## src/rtl/ringbuffer_txn_pkg.sv

```systemverilog
// Shared helpers for the transactional ring FIFO: the count-width function
// and the per-cycle transaction decision type.
package ringbuffer_txn_pkg;

    // Ceiling log2; clog2(1) == 0, so callers ask for clog2(N+1) to hold 0..N.
    function automatic int clog2(input int value);
        int result;
        int rest;
        result = 0;
        rest   = value - 1;
        while (rest > 0) begin
            result = result + 1;
            rest   = rest >> 1;
        end
        return result;
    endfunction

    typedef enum logic [1:0] {
        TXN_HOLD   = 2'd0,
        TXN_COMMIT = 2'd1,
        TXN_ABORT  = 2'd2
    } txn_op_e;

endpackage

```

## src/rtl/ringbuffer_mem.sv

```systemverilog
// DEPTH x WIDTH simple dual-port storage: synchronous write, asynchronous read.
// Kept separate so a vendor RAM macro can replace it without touching the pointers.
module ringbuffer_mem
    import ringbuffer_txn_pkg::*;
#(
    parameter int DEPTH = 16,
    parameter int WIDTH = 8,
    localparam int AW   = clog2(DEPTH)
) (
    input  logic             clk,
    input  logic             we,
    input  logic [AW-1:0]    waddr,
    input  logic [WIDTH-1:0] wdata,
    input  logic [AW-1:0]    raddr,
    output logic [WIDTH-1:0] rdata
);

    logic [WIDTH-1:0] mem [DEPTH];

    always_ff @(posedge clk) begin
        if (we) begin
            mem[waddr] <= wdata;
        end
    end

    assign rdata = mem[raddr];

endmodule

```

## src/rtl/ringbuffer_txn.sv

```systemverilog
// First-word-fall-through ring FIFO with transactional writes: shifted words stay
// pending until in_commit, and in_abort rewinds the write pointer to the last commit.
module ringbuffer_txn
    import ringbuffer_txn_pkg::*;
#(
    parameter int DEPTH = 16,
    parameter int WIDTH = 8,
    parameter int AFULL = 12,
    localparam int CW   = clog2(DEPTH + 1),
    localparam int PW   = clog2(DEPTH)
) (
    input  logic             clk,
    input  logic             rst,
    input  logic             in_shift,
    input  logic [WIDTH-1:0] in_data,
    input  logic             in_commit,
    input  logic             in_abort,
    output logic             full,
    output logic             almost_full,
    input  logic             out_pop,
    output logic [WIDTH-1:0] out_data,
    output logic             empty,
    output logic [CW-1:0]    level,
    output logic [CW-1:0]    pending
);

    localparam logic [PW-1:0] LAST_PTR = PW'(DEPTH - 1);

    logic [PW-1:0] rd_ptr, cm_ptr, wr_ptr;
    logic [PW-1:0] rd_ptr_n, cm_ptr_n, wr_ptr_n;
    logic [PW-1:0] rd_inc, wr_inc;
    logic [CW-1:0] level_n, pending_n;
    logic [CW-1:0] total;
    logic          sh, pp;
    txn_op_e       op;

    // Flags come only from the registered counts; pointers alone cannot
    // tell full from empty once pending words are involved.
    assign total       = level + pending;
    assign full        = (total == CW'(DEPTH));
    assign almost_full = (total >= CW'(AFULL));
    assign empty       = (level == '0);

    assign sh = in_shift & ~full;
    assign pp = out_pop & ~empty;

    // Explicit wrap so non-power-of-two depths work.
    assign rd_inc = (rd_ptr == LAST_PTR) ? '0 : rd_ptr + PW'(1);
    assign wr_inc = (wr_ptr == LAST_PTR) ? '0 : wr_ptr + PW'(1);

    always_comb begin
        op = TXN_HOLD;
        if (in_abort) begin
            op = TXN_ABORT;
        end else if (in_commit) begin
            op = TXN_COMMIT;
        end
    end

    always_comb begin
        rd_ptr_n  = pp ? rd_inc : rd_ptr;
        cm_ptr_n  = cm_ptr;
        wr_ptr_n  = sh ? wr_inc : wr_ptr;
        level_n   = level - CW'(pp);
        pending_n = pending + CW'(sh);
        case (op)
            TXN_ABORT: begin
                wr_ptr_n  = cm_ptr;
                pending_n = '0;
            end
            TXN_COMMIT: begin
                cm_ptr_n  = sh ? wr_inc : wr_ptr;
                level_n   = level - CW'(pp) + pending + CW'(sh);
                pending_n = '0;
            end
            default: begin
            end
        endcase
    end

    always_ff @(posedge clk) begin
        if (rst) begin
            rd_ptr  <= '0;
            cm_ptr  <= '0;
            wr_ptr  <= '0;
            level   <= '0;
            pending <= '0;
        end else begin
            rd_ptr  <= rd_ptr_n;
            cm_ptr  <= cm_ptr_n;
            wr_ptr  <= wr_ptr_n;
            level   <= level_n;
            pending <= pending_n;
        end
    end

    // An aborted word is still written; the rewound wr_ptr overwrites it later.
    ringbuffer_mem #(
        .DEPTH (DEPTH),
        .WIDTH (WIDTH)
    ) u_mem (
        .clk   (clk),
        .we    (sh),
        .waddr (wr_ptr),
        .wdata (in_data),
        .raddr (rd_ptr),
        .rdata (out_data)
    );

endmodule

```

## config.mk

```make
export PLATFORM = sky130hd
export DESIGN_NAME = ringbuffer_txn
export DESIGN_NICKNAME = d
export VERILOG_FILES = /design/src/rtl/ringbuffer_txn_pkg.sv /design/src/rtl/ringbuffer_mem.sv /design/src/rtl/ringbuffer_txn.sv
export SDC_FILE = /design/constraint.sdc
export NUM_CORES = 1
export LEC_CHECK = 0
export ABC_AREA = 1
export BUFFER_PORTS_ARGS = -buffer_cell sky130_fd_sc_hd__buf_2
export CAP_MARGIN = 20
export CORE_ASPECT_RATIO = 0.9
export CORE_MARGIN = 3
export CORE_UTILIZATION = 55
export DETAILED_ROUTE_END_ITERATION = 12
export GPL_ROUTABILITY_DRIVEN = 0
export PLACE_DENSITY = 0.74
export SYNTH_ARGS = -nofsm -noshare
export SYNTH_HDL_FRONTEND = slang
export SYNTH_HIERARCHICAL = 1
export SYNTH_SLANG_ARGS = --single-unit
```

## constraint.sdc

```tcl
create_clock -name clk -period 3.1 [get_ports clk]
set_clock_uncertainty 0.15 [all_clocks]
set_input_delay 0.155 -clock clk [delete_from_list [all_inputs] [get_ports clk]]
set_output_delay 0.155 -clock clk [all_outputs]
set_load 0.02 [all_outputs]
```

==> metrics, run 1 <==
sw frac=0.3269; failing checks=negative setup slack; Final Max Slew Viols=0; Inserted Clock Buffers=17; final hold vios=0; Worst setup SP type=flip-flop; final wirelength=15940 um; CP arrival=3.34 ns; vias in the first global route=approximately 5300; setup ws final=-0.02828 ns; RR Startpoint=level[0]; I/O pins=35; reg2reg end=level[4]; Design Power=slightly above 6 mW; first-pass GRT wire length=25620 um; Worst EP required=3.31 ns; total net switching power=1.994 mW; routed len/inst=approximately 16 um; average size of a mapped cell=9.373 um2; setup slack, reg-to-reg=-0.03 ns; power density cells=~740 mW/mm2; launch point of the critical path=level[0]; Place WS=-0.06973 ns; # diodes=0; Root Driver=clkbuf_16; die width=between 100 and 150 um; number of port buffers=34; hold_ws=0.04492 ns; top cells by area, synth=edfxtp_1 54%, nand2_1 11%, nand3_1 8.3%; Yosys cell types=32; Cell Count, Final, Fillers Out=1002; Internal Dissipation=4.106 mW; Max Clock Freq=approximately 320 MHz; clk_lat worst skew=between 0.4 and 0.5 ns; die span in y=around 110 um; outcome=finished, violations left; setup TNS=-0.02828 ns; Clock power frac=0.336; Std-Cell Rows=38; drt pass-1 iters=6; CTS tree=done; GRT Total Usage=0.2318; CP Class=flip-flop to flip-flop; initial antenna violation count=0; via count=5328; core area=approximately 0.012 mm2; Post CTS Setup Buffer Count=0; GRT Residual Overflow=0; Area after DPL=0.007569 mm2; sequential power share=0.380; Synth top area share=0.5417; fraction of layout cells with a size suffix above 1=0.1461; FF+latch count, synth=150; RSZ-0062 raised after global routing=true; largest net degree at the start of global routing=69; clock buffer depth=2; Leak=3.768 nW; actual slew at the worst max-slew pin=between 0.7 and 0.8 ns; min-delay worst type=primary input to flip-flop; Critical Path End Type=flip-flop; Syn. warnings=6; CTS clk-pin slew, worst paths=0.06 ns; fin area=0.008287 mm2; Max VDD drop=between 0.4 and 0.5 mV; last element of the critical path=level[4]; starting density of the core=0.5762; H-tree depth=4; Iter 0 DRT Violations=580; Core Util, Final=0.6729; Final #Nets=859; layout overhead on the synthesized area=16.79%; post-synthesis cell count=757; DRC=0; max cap viols=0; Max FO, Critical Path=2; Slew headroom=0.5039; Routed Antenna Nets=0; Clock Sink Count=150; Comb power frac=0.284; period utilisation layout=1.009; mapped cell area=between 0.007 and 0.008 mm2; post-route minimum period=3.128 ns; Vias per Instance=5.317; post-synth top area cell=edfxtp_1; Final Setup Violations=1; die area=0.01430 mm2; placed instance count=roughly 960; net count after synthesis=slightly below 800; reg2reg path depth=18; Seq/Total Area, Yosys=0.6038; Filler Cell Count=941; Post-DP HPWL=10140 um
[cells in the final DEF (no fill, tap or decap), types with 2 or more instances in the layout]
cell,count
a21oi_1,16
buf_4,33
bufinv_16,3
clkinv_4,2
xnor2_1,2
or2_2,2
nand3b_1,2
nand2_2,7
nand3_1,118
inv_1,142
nand2_1,212
inv_6,3
a31oi_1,2
edfxtp_1,128
inv_2,6
buf_2,34
dfxtp_1,17
nor2_4,2
dfxtp_2,3
xor2_1,4
fa_2,3
nor2_1,32
ha_1,12
clkbuf_16,17
o21ai_0,8
clkinv_1,2
clkinv_2,2
clkbuf_1,3
dlygate4sd3_1,12
dfxtp_4,2
[sequential cells by signal, indices dropped and copies added (netlist names)]
signal / flops
cm_ptr: 4
level: 5
pending: 5
rd_ptr: 4
u_mem/mem: 128
wr_ptr: 4
[kinds of logic after synthesis]
| logic type | Yosys count | share of synthesized area |
|---|---|---|
| simple gates | 379 | 0.2285 |
| fa+ha+maj | 16 | 0.03139 |
| flops | 150 | 0.6038 |
| buf+inv | 174 | 0.1033 |
| compound gates | 32 | 0.02557 |
| xor+xnor | 6 | 0.007406 |
[Yosys cell counts]
| master | n |
|---|---|
| a211oi_1 | 1 |
| a21o_1 | 1 |
| a21oi_1 | 17 |
| a31oi_1 | 2 |
| buf_1 | 1 |
| buf_2 | 13 |
| buf_4 | 5 |
| buf_6 | 6 |
| clkbuf_1 | 1 |
| dfxtp_1 | 22 |
| edfxtp_1 | 128 |
| fa_1 | 3 |
| ha_1 | 13 |
| inv_1 | 144 |
| inv_2 | 4 |
| nand2_1 | 215 |
| nand2_2 | 4 |
| nand3_1 | 118 |
| nand3_2 | 1 |
| nand3b_1 | 2 |
| nand4_1 | 1 |
| nor2_1 | 32 |
| nor2_4 | 2 |
| nor3_1 | 1 |
| nor3b_1 | 1 |
| o21ai_0 | 8 |
| o21ai_1 | 1 |
| o21ai_4 | 1 |
| o21bai_1 | 1 |
| or2_2 | 2 |
| xnor2_1 | 2 |
| xor2_1 | 4 |
[power groups by stage]
stage	clock, mW	combinational (mW)	sequential, mW
final	2.05	1.73	2.32
after global routing	2.16	1.91	2.33
after CTS	2.07	1.72	2.32
after detailed placement	0	1.69	2.36
after global placement	0	1.63	2.36
after floorplan	0	1.21	2.40
[layer usage]
| metal | track usage | part of all wire |
|---|---|---|
| met3 | 0.05384 | 0.059 |
| met2 | 0.3906 | 0.49 |
| met1 | 0.2836 | 0.42 |
| met4 | 0.1134 | 0.031 |
| met5 | 0 | 0 |
[repair_timing]
item / CTS / global route
endpoints found under the setup margin: 1 / 2
pin swaps: 3 / 2
hold buffers: 11 / 1
gates cloned: 0 / 0
endpoints found under the hold margin: 103 / 4
gates resized for setup: 3 / 2
[critical path, cell delays in order (launching register included)]
cell and delay, ns:
dfxtp_4 0.36, ha_4 0.14, inv_2 0.04, fa_2 0.52, nand2_2 0.07, nor2_4 0.09, nand3_2 0.09, o21ai_4 0.15
inv_2 0.06, fa_2 0.35, fa_2 0.37, nand2_2 0.08, nand2_2 0.05, a21oi_2 0.13, o21ai_1 0.07, a21o_1 0.17
nand2_1 0.05, nand2_1 0.05, nor2_1 0.08
[worst min path at each step]
stage | depth (start not counted) | end | slack (ns) | startpoint
after global placement | 2 | level[2] | 0.32 | rst
after detailed placement | 2 | level[2] | 0.34 | rst
after CTS | 1 | u_mem/mem[0][3] | 0.009 | in_data[3]
final | 5 | wr_ptr[3] | 0.04 | in_shift
after floorplan | 0 | u_mem/mem[0][0] | 0.10 | in_data[0]
after global routing | 5 | wr_ptr[2] | 0.06 | in_shift
[final cells by class]
| cell class | count | area [um2] | share of cell area |
|---|---|---|---|
| clock buffer | 20 | 436.7 | 0.05270 |
| clock inverter | 12 | 151.4 | 0.01827 |
| inverter | 148 | 555.5 | 0.06704 |
| multi-input combinational | 433 | 2110 | 0.2546 |
| sequential | 150 | 4295 | 0.5183 |
| tap | 160 | 200.2 | 0.02416 |
| timing repair buffer | 79 | 538.0 | 0.06493 |
Note: power is estimated with default switching activity, not from simulation.
==> inputs of run 2 (changes only) <==
--- a/config.mk
+++ b/config.mk
@@ -8,12 +8,14 @@
 export ABC_AREA = 1
 export BUFFER_PORTS_ARGS = -buffer_cell sky130_fd_sc_hd__buf_2
 export CAP_MARGIN = 20
+export CELL_PAD_IN_SITES_DETAIL_PLACEMENT = 1
+export CELL_PAD_IN_SITES_GLOBAL_PLACEMENT = 2
 export CORE_ASPECT_RATIO = 0.9
 export CORE_MARGIN = 3
-export CORE_UTILIZATION = 55
+export CORE_UTILIZATION = 35
 export DETAILED_ROUTE_END_ITERATION = 12
 export GPL_ROUTABILITY_DRIVEN = 0
-export PLACE_DENSITY = 0.74
+export PLACE_DENSITY = 0.73
 export SYNTH_ARGS = -nofsm -noshare
 export SYNTH_HDL_FRONTEND = slang
 export SYNTH_HIERARCHICAL = 1
==> run 2 against run 1 <==
Net effect: the run still ends with negative setup slack left; sequential power hardly changed; non-clock buffer count is 2 lower; sequential share of layout area is 0.53 points lower; critical path depth stayed put; via count is 2.0% lower; setup slack worse by 0.024 ns; register-to-register slack worse by 0.02 ns; global-route usage is 5.7 points lower; first-iteration DRC count is 69% lower; clock power is 4% lower; maximum frequency is 0.77% lower; flip-flop and latch count stayed put; largest power group unchanged.
==> metrics, run 2 (synthesized netlist as in run 1, its figures left out) <==
Filler Cell Count=2219 (was 941); vias in the first global route=5688 (was 5290); number of port buffers=34 (unchanged); Final Setup Violations=1 (unchanged); reg2reg end=level[4] (unchanged); layout overhead on the synthesized area=18.00% (was 16.79%); Max VDD drop=0.3745 mV (was 0.4297 mV); worst hold path depth=5 (unchanged); setup TNS=-0.05258 ns (was -0.02828 ns); CTS tree=done (unchanged); power density cells=721.7 mW/mm2 (was 736.1 mW/mm2); Post-DP HPWL=12200 um (was 10140 um); RR Startpoint=level[0] (unchanged); Core Util, Final=0.4290 (was 0.6729); final wirelength=18270 um (was 15940 um); post-route minimum period=3.153 ns (was 3.128 ns); Largest regs=u_mem/mem: 128 flops, level: 5 flops, pending: 5 flops (unchanged); Final Max Slew Viols=0 (unchanged); Inserted Clock Buffers=17 (unchanged); drt pass-1 iters=4 (was 6); reg2reg path depth=18 (unchanged); Routed Antenna Nets=0 (unchanged); first-pass GRT wire length=29640 um (was 25620 um); clock buffer depth=2 (unchanged); GRT Residual Overflow=0 (unchanged); Worst setup SP type=flip-flop (unchanged); DR top layer=met4 (unchanged); CP Class=flip-flop to flip-flop (unchanged); core area=0.01952 mm2 (was 0.01231 mm2); min-delay worst type=primary input to flip-flop (unchanged); Vias per Instance=4.791 (was 5.317); most frequent standard cell in the layout excluding fill and tap cells=nand2_1 (unchanged); DRC=0 (unchanged); I/O pins=35 (unchanged); H-tree depth=4 (unchanged); metal2 WL=9345 um (was 7742 um); CTS clk-pin slew, worst paths=0.07 ns (was 0.06 ns); Final #Nets=857 (was 859); Slew headroom=0.4808 (was 0.5039); GRT Total Usage=0.1750 (was 0.2318); final hold vios=0 (unchanged); die width=156.1 um (was 125.7 um); via count=5222 (was 5328); Std-Cell Rows=48 (was 38); setup slack, reg-to-reg=-0.05 ns (was -0.03 ns); Worst EP required=3.31 ns (about the same); Max FO, Critical Path=2 (unchanged); Worst Hold End=cm_ptr[0] (was wr_ptr[3]); Critical Path End Type=flip-flop (unchanged); max cap viols=0 (unchanged); # diodes=0 (unchanged); initial antenna violation count=0 (unchanged); Iter 0 DRT Violations=177 (was 580); met1 WL=8152 um (was 6762 um); actual slew at the worst max-slew pin=0.7788 ns (was 0.7441 ns); period utilisation layout=1.017 (was 1.009); CP arrival=3.36 ns (was 3.34 ns); largest net degree at the start of global routing=69 (unchanged); most frequent cells in the layout=212 x nand2_1, 141 x inv_1, 128 x edfxtp_1 (was 212 x nand2_1, 142 x inv_1, 128 x edfxtp_1); failing checks=negative setup slack (unchanged); Max Clock Freq=317.2 MHz (was 319.7 MHz); die area=0.02202 mm2 (was 0.01430 mm2); Largest Register=u_mem/mem (unchanged); starting density of the core=0.3635 (was 0.5762); routed wire length on met3=489 um (was 937 um); routed len/inst=16.76 um (was 15.91 um); RSZ-0062 raised after global routing=true (unchanged); Leak=3.745 nW (was 3.768 nW); Root Driver=clkbuf_16 (unchanged); clk_lat worst skew=0.42 ns (about the same); setup ws final=-0.05258 ns (was -0.02828 ns); die span in y=141.1 um (was 113.8 um); hold path startpoint=in_shift (unchanged); outcome=finished, violations left (unchanged); fraction of layout cells with a size suffix above 1=0.1488 (was 0.1461); Clock Sink Count=150 (unchanged); max reg flops=128 (unchanged)
-- run 2: cell count changes in the layout (fill, tap and decap cells not counted), moves of 2 or more --
cell        delta
buf_4          -3
clkinv_1       -2
bufinv_16      -2
clkinv_4       +2
clkinvlp_4     +2
-- run 2: worst max path at each step --
| stage | from | to | depth (start not counted) |
|---|---|---|---|
| after floorplan | pending[0] | level[4] | 17 |
| after global placement | level[0] | level[4] | 18 |
| after detailed placement | level[0] | level[4] | 18 |
| after CTS | level[0] | level[4] | 18 |
| after global routing | level[0] | level[4] | 18 |
| final | level[0] | level[4] | 18 |
-- run 2: critical path, cell delays in order, from the launching register on --
cell and delay [ns]:
dfxtp_4 0.36, ha_4 0.14, inv_2 0.03, fa_2 0.52
nand2_2 0.06, nor2_4 0.10, nand3_2 0.10, o21ai_4 0.16
inv_2 0.07, fa_2 0.35, fa_2 0.36, nand2_2 0.08
nand2_2 0.06, a21oi_4 0.13, o21ai_1 0.07, a21o_1 0.18
nand2_1 0.05, nand2_1 0.05, nor2_1 0.08
-- run 2: metrics by stage --
step	std cells	area, um2	hold slack [ns]	setup WS [ns]	total power [mW]
6_report	1090	8373	0.06003	-0.05258	6.043
5_1_grt	1090	8373	0.08665	-0.2345	6.412
4_1_cts	1090	8361	0.04139	-0.1088	6.115
3_5_place_dp	1045	7671	0.3574	-0.1177	4.115
3_3_place_gp	1045	7671	0.3364	-0.06771	4.063
2_1_floorplan	757	7127	0.1039	-0.07073	3.605
-- run 2: power by group --
group          internal (mW)  switching, mW
Sequential              2.27         0.0490
Combinational          0.572           1.18
Clock                   1.11          0.853
Total                   3.96           2.09
-- run 2: metal layers --
| layer | vias to the layer above | track usage |
|---|---|---|
| li1 | 2560 | - |
| met1 | 2566 | 0.2143 |
| met2 | 78 | 0.3087 |
| met3 | 18 | 0.02855 |
| met4 | 0 | 0.06738 |
| met5 | - | 0 |
-- run 2: layout make-up --
| cell class | instances | area [um2] | share of cell area |
|---|---|---|---|
| clock buffer | 19 | 432.9 | 0.05170 |
| clock inverter | 13 | 123.9 | 0.01479 |
| inverter | 148 | 555.5 | 0.06635 |
| multi-input combinational | 433 | 2117 | 0.2528 |
| sequential | 150 | 4295 | 0.5130 |
| tap | 250 | 312.8 | 0.03736 |
| timing repair buffer | 77 | 535.5 | 0.06396 |
-- run 2: timing repair --
| item | CTS | global route |
|---|---|---|
| pin swaps | 4 | 1 |
| endpoints found under the hold margin | 138 | 0 |
| resized for setup | 4 | 3 |
| setup endpoints to repair | 1 | 1 |
| hold buffers | 12 | 0 |
| setup buffers | 1 | 0 |
==> inputs of run 3 (changes only) <==
--- a/config.mk
+++ b/config.mk
@@ -16,6 +16,7 @@
 export DETAILED_ROUTE_END_ITERATION = 12
 export GPL_ROUTABILITY_DRIVEN = 0
 export PLACE_DENSITY = 0.73
+export SETUP_SLACK_MARGIN = 0.15
 export SYNTH_ARGS = -nofsm -noshare
 export SYNTH_HDL_FRONTEND = slang
 export SYNTH_HIERARCHICAL = 1
==> run 3 against run 2 <==
Net effect: the flow still finishes with violations (negative setup slack); power is 0.31% higher; final cell count is 0.37% higher; combinational power hardly changed; sequential share of layout area is 0.21 points lower; wire length is 0.62% higher; highest routed layer unchanged.
==> metrics, run 3 (synthesized netlist as in run 1, its figures left out) <==
outcome=finished, violations left (unchanged); failing checks=negative setup slack (unchanged); CTS clk-pin slew, worst paths=0.06 ns (was 0.07 ns); Worst setup SP type=flip-flop (unchanged); Filler Cell Count=2217 (was 2219); post-route minimum period=3.167 ns (was 3.153 ns); initial antenna violation count=0 (unchanged); layout overhead on the synthesized area=18.48% (was 18.00%); CTS tree=done (unchanged); core area=0.01952 mm2 (unchanged); Clock Sink Count=150 (unchanged); die area=0.02202 mm2 (unchanged); reg2reg end=level[4] (unchanged); Worst EP required=3.31 ns (about the same); launch point of the critical path=level[0] (unchanged); power density cells=721.1 mW/mm2 (was 721.7 mW/mm2); final hold vios=0 (unchanged); I/O pins=35 (unchanged); setup ws final=-0.06672 ns (was -0.05258 ns); Inserted Clock Buffers=17 (unchanged); hold path startpoint=in_shift (unchanged); routed len/inst=16.80 um (was 16.76 um); vias in the first global route=5716 (was 5688); slowest stage delay, CP=0.52 ns (about the same); Final #Nets=861 (was 857); H-tree depth=4 (unchanged); slowest stage cell, crit path=fa_2 (unchanged); Crit path max-delay family=adder cells (unchanged); Largest Register=u_mem/mem (unchanged); max cap viols=0 (unchanged); setup TNS=-0.06672 ns (was -0.05258 ns); worst hold path depth=5 (unchanged); DRC=0 (unchanged); actual slew at the worst max-slew pin=0.7783 ns (was 0.7788 ns); drt pass-1 iters=4 (unchanged); min-delay worst type=primary input to flip-flop (unchanged); Largest regs=u_mem/mem: 128 flops, level: 5 flops, pending: 5 flops (unchanged); GRT Total Usage=0.1749 (was 0.1750); Max VDD drop=0.3756 mV (was 0.3745 mV); Final Max Slew Viols=0 (unchanged); hold_ws=0.06078 ns (was 0.06003 ns); Vias per Instance=4.788 (was 4.791); CP Class=flip-flop to flip-flop (unchanged); Critical Path End Type=flip-flop (unchanged); reg2reg path depth=18 (unchanged); Final Setup Violations=1 (unchanged); fraction of layout cells with a size suffix above 1=0.1528 (was 0.1488); RR Startpoint=level[0] (unchanged); final wirelength=18380 um (was 18270 um); Root Driver=clkbuf_16 (unchanged); Leak=3.766 nW (was 3.745 nW); Worst Hold End=wr_ptr[2] (was cm_ptr[0]); Max FO, Critical Path=2 (unchanged); GRT Residual Overflow=0 (unchanged); number of port buffers=34 (unchanged); most frequent standard cell in the layout excluding fill and tap cells=nand2_1 (unchanged); Std-Cell Rows=48 (unchanged); die width=156.1 um (unchanged); period utilisation layout=1.022 (was 1.017); die span in y=141.1 um (unchanged); setup slack, reg-to-reg=-0.07 ns (was -0.05 ns); fin area=0.008407 mm2 (was 0.008373 mm2); Crit. path cell count=18 (unchanged); CP arrival=3.37 ns (was 3.36 ns); Place WS=-0.1177 ns (unchanged); clk_lat worst skew=0.42 ns (about the same); Routed Antenna Nets=0 (unchanged); Slew headroom=0.4811 (was 0.4808); Iter 0 DRT Violations=194 (was 177); largest net degree at the start of global routing=69 (unchanged); clock buffer depth=2 (unchanged); CP Cell Sequence=ha_4 > inv_2 > fa_2 > nand2_2 > nor2_4 > nand3_2 > o21ai_4 > inv_2 > fa_2 > fa_2 > nand2_2 > nand2_2 > a21oi_4 > o21ai_1 > a21o_1 > nand2_1 > nand2_1 > nor2_1 (unchanged); starting density of the core=0.3635 (unchanged); RSZ-0062 raised after global routing=true (unchanged); max reg flops=128 (unchanged); # diodes=0 (unchanged); Post-DP HPWL=12200 um (unchanged); crit path buf inv count=2 (unchanged); first-pass GRT wire length=29620 um (was 29640 um); Max Clock Freq=315.8 MHz (was 317.2 MHz); Area after DPL=0.007671 mm2 (unchanged); most frequent cells in the layout=212 x nand2_1, 141 x inv_1, 128 x edfxtp_1 (unchanged); via count=5238 (was 5222)
-- run 3: metal layers --
metal	track usage	part of all wire	routed length, um
met5	0	0	0
met4	0.06738	0.022	405
met3	0.02824	0.019	349
met2	0.3125	0.50	9233
met1	0.2107	0.46	8394
-- run 3: what timing repair did --
item | CTS | global route
cloned | 0 | 0
resized for setup | 5 | 4
endpoints found under the setup margin | 2 | 4
hold buffers | 12 | 0
pin swaps | 5 | 2
hold endpoints to repair | 138 | 0
setup buffers | 3 | 2
-- run 3: stage by stage --
stage | util | total power, mW | std cells
CTS | 0.4293 | 6.123 | 1092
detailed placement | 0.3930 | 4.115 | 1045
floorplan | - | 3.605 | 757
finish | 0.4307 | 6.062 | 1094
global placement | 0.3930 | 4.063 | 1045
global route | 0.4307 | 6.418 | 1094
-- run 3: worst reg2reg max path: cells and delay by family (launching register included) --
family,cells,cell delay [ns]
AOI/OAI and AO/OA,4,0.53
adders and majority gates,4,1.38
buffers and inverters,2,0.11
DFF,1,0.36
and+or+nand+nor,8,0.60
-- run 3: power breakdown --
part           total, mW  switching, mW  internal, mW
combinational       1.78           1.20         0.581
clock               1.97          0.851          1.11
sequential          2.32         0.0493          2.27
total               6.06           2.10          3.97
-- run 3: how the worst max path moves through the flow --
stage	end	slack (ns)
3_5_place_dp	level[4]	-0.12
4_1_cts	level[4]	-0.11
5_1_grt	level[4]	-0.23
6_report	level[4]	-0.07
2_1_floorplan	level[4]	-0.07
3_3_place_gp	level[4]	-0.07
-- run 3: final cells by class --
cell class	instances	area, um2	area share
Inverter	148	555.5	0.06608
Tap cell	250	312.8	0.03721
Clock buffer	19	432.9	0.05150
Clock inverter	13	123.9	0.01473
Multi-Input combinational cell	433	2117	0.2518
Sequential cell	150	4295	0.5109
Timing Repair Buffer	81	569.3	0.06772
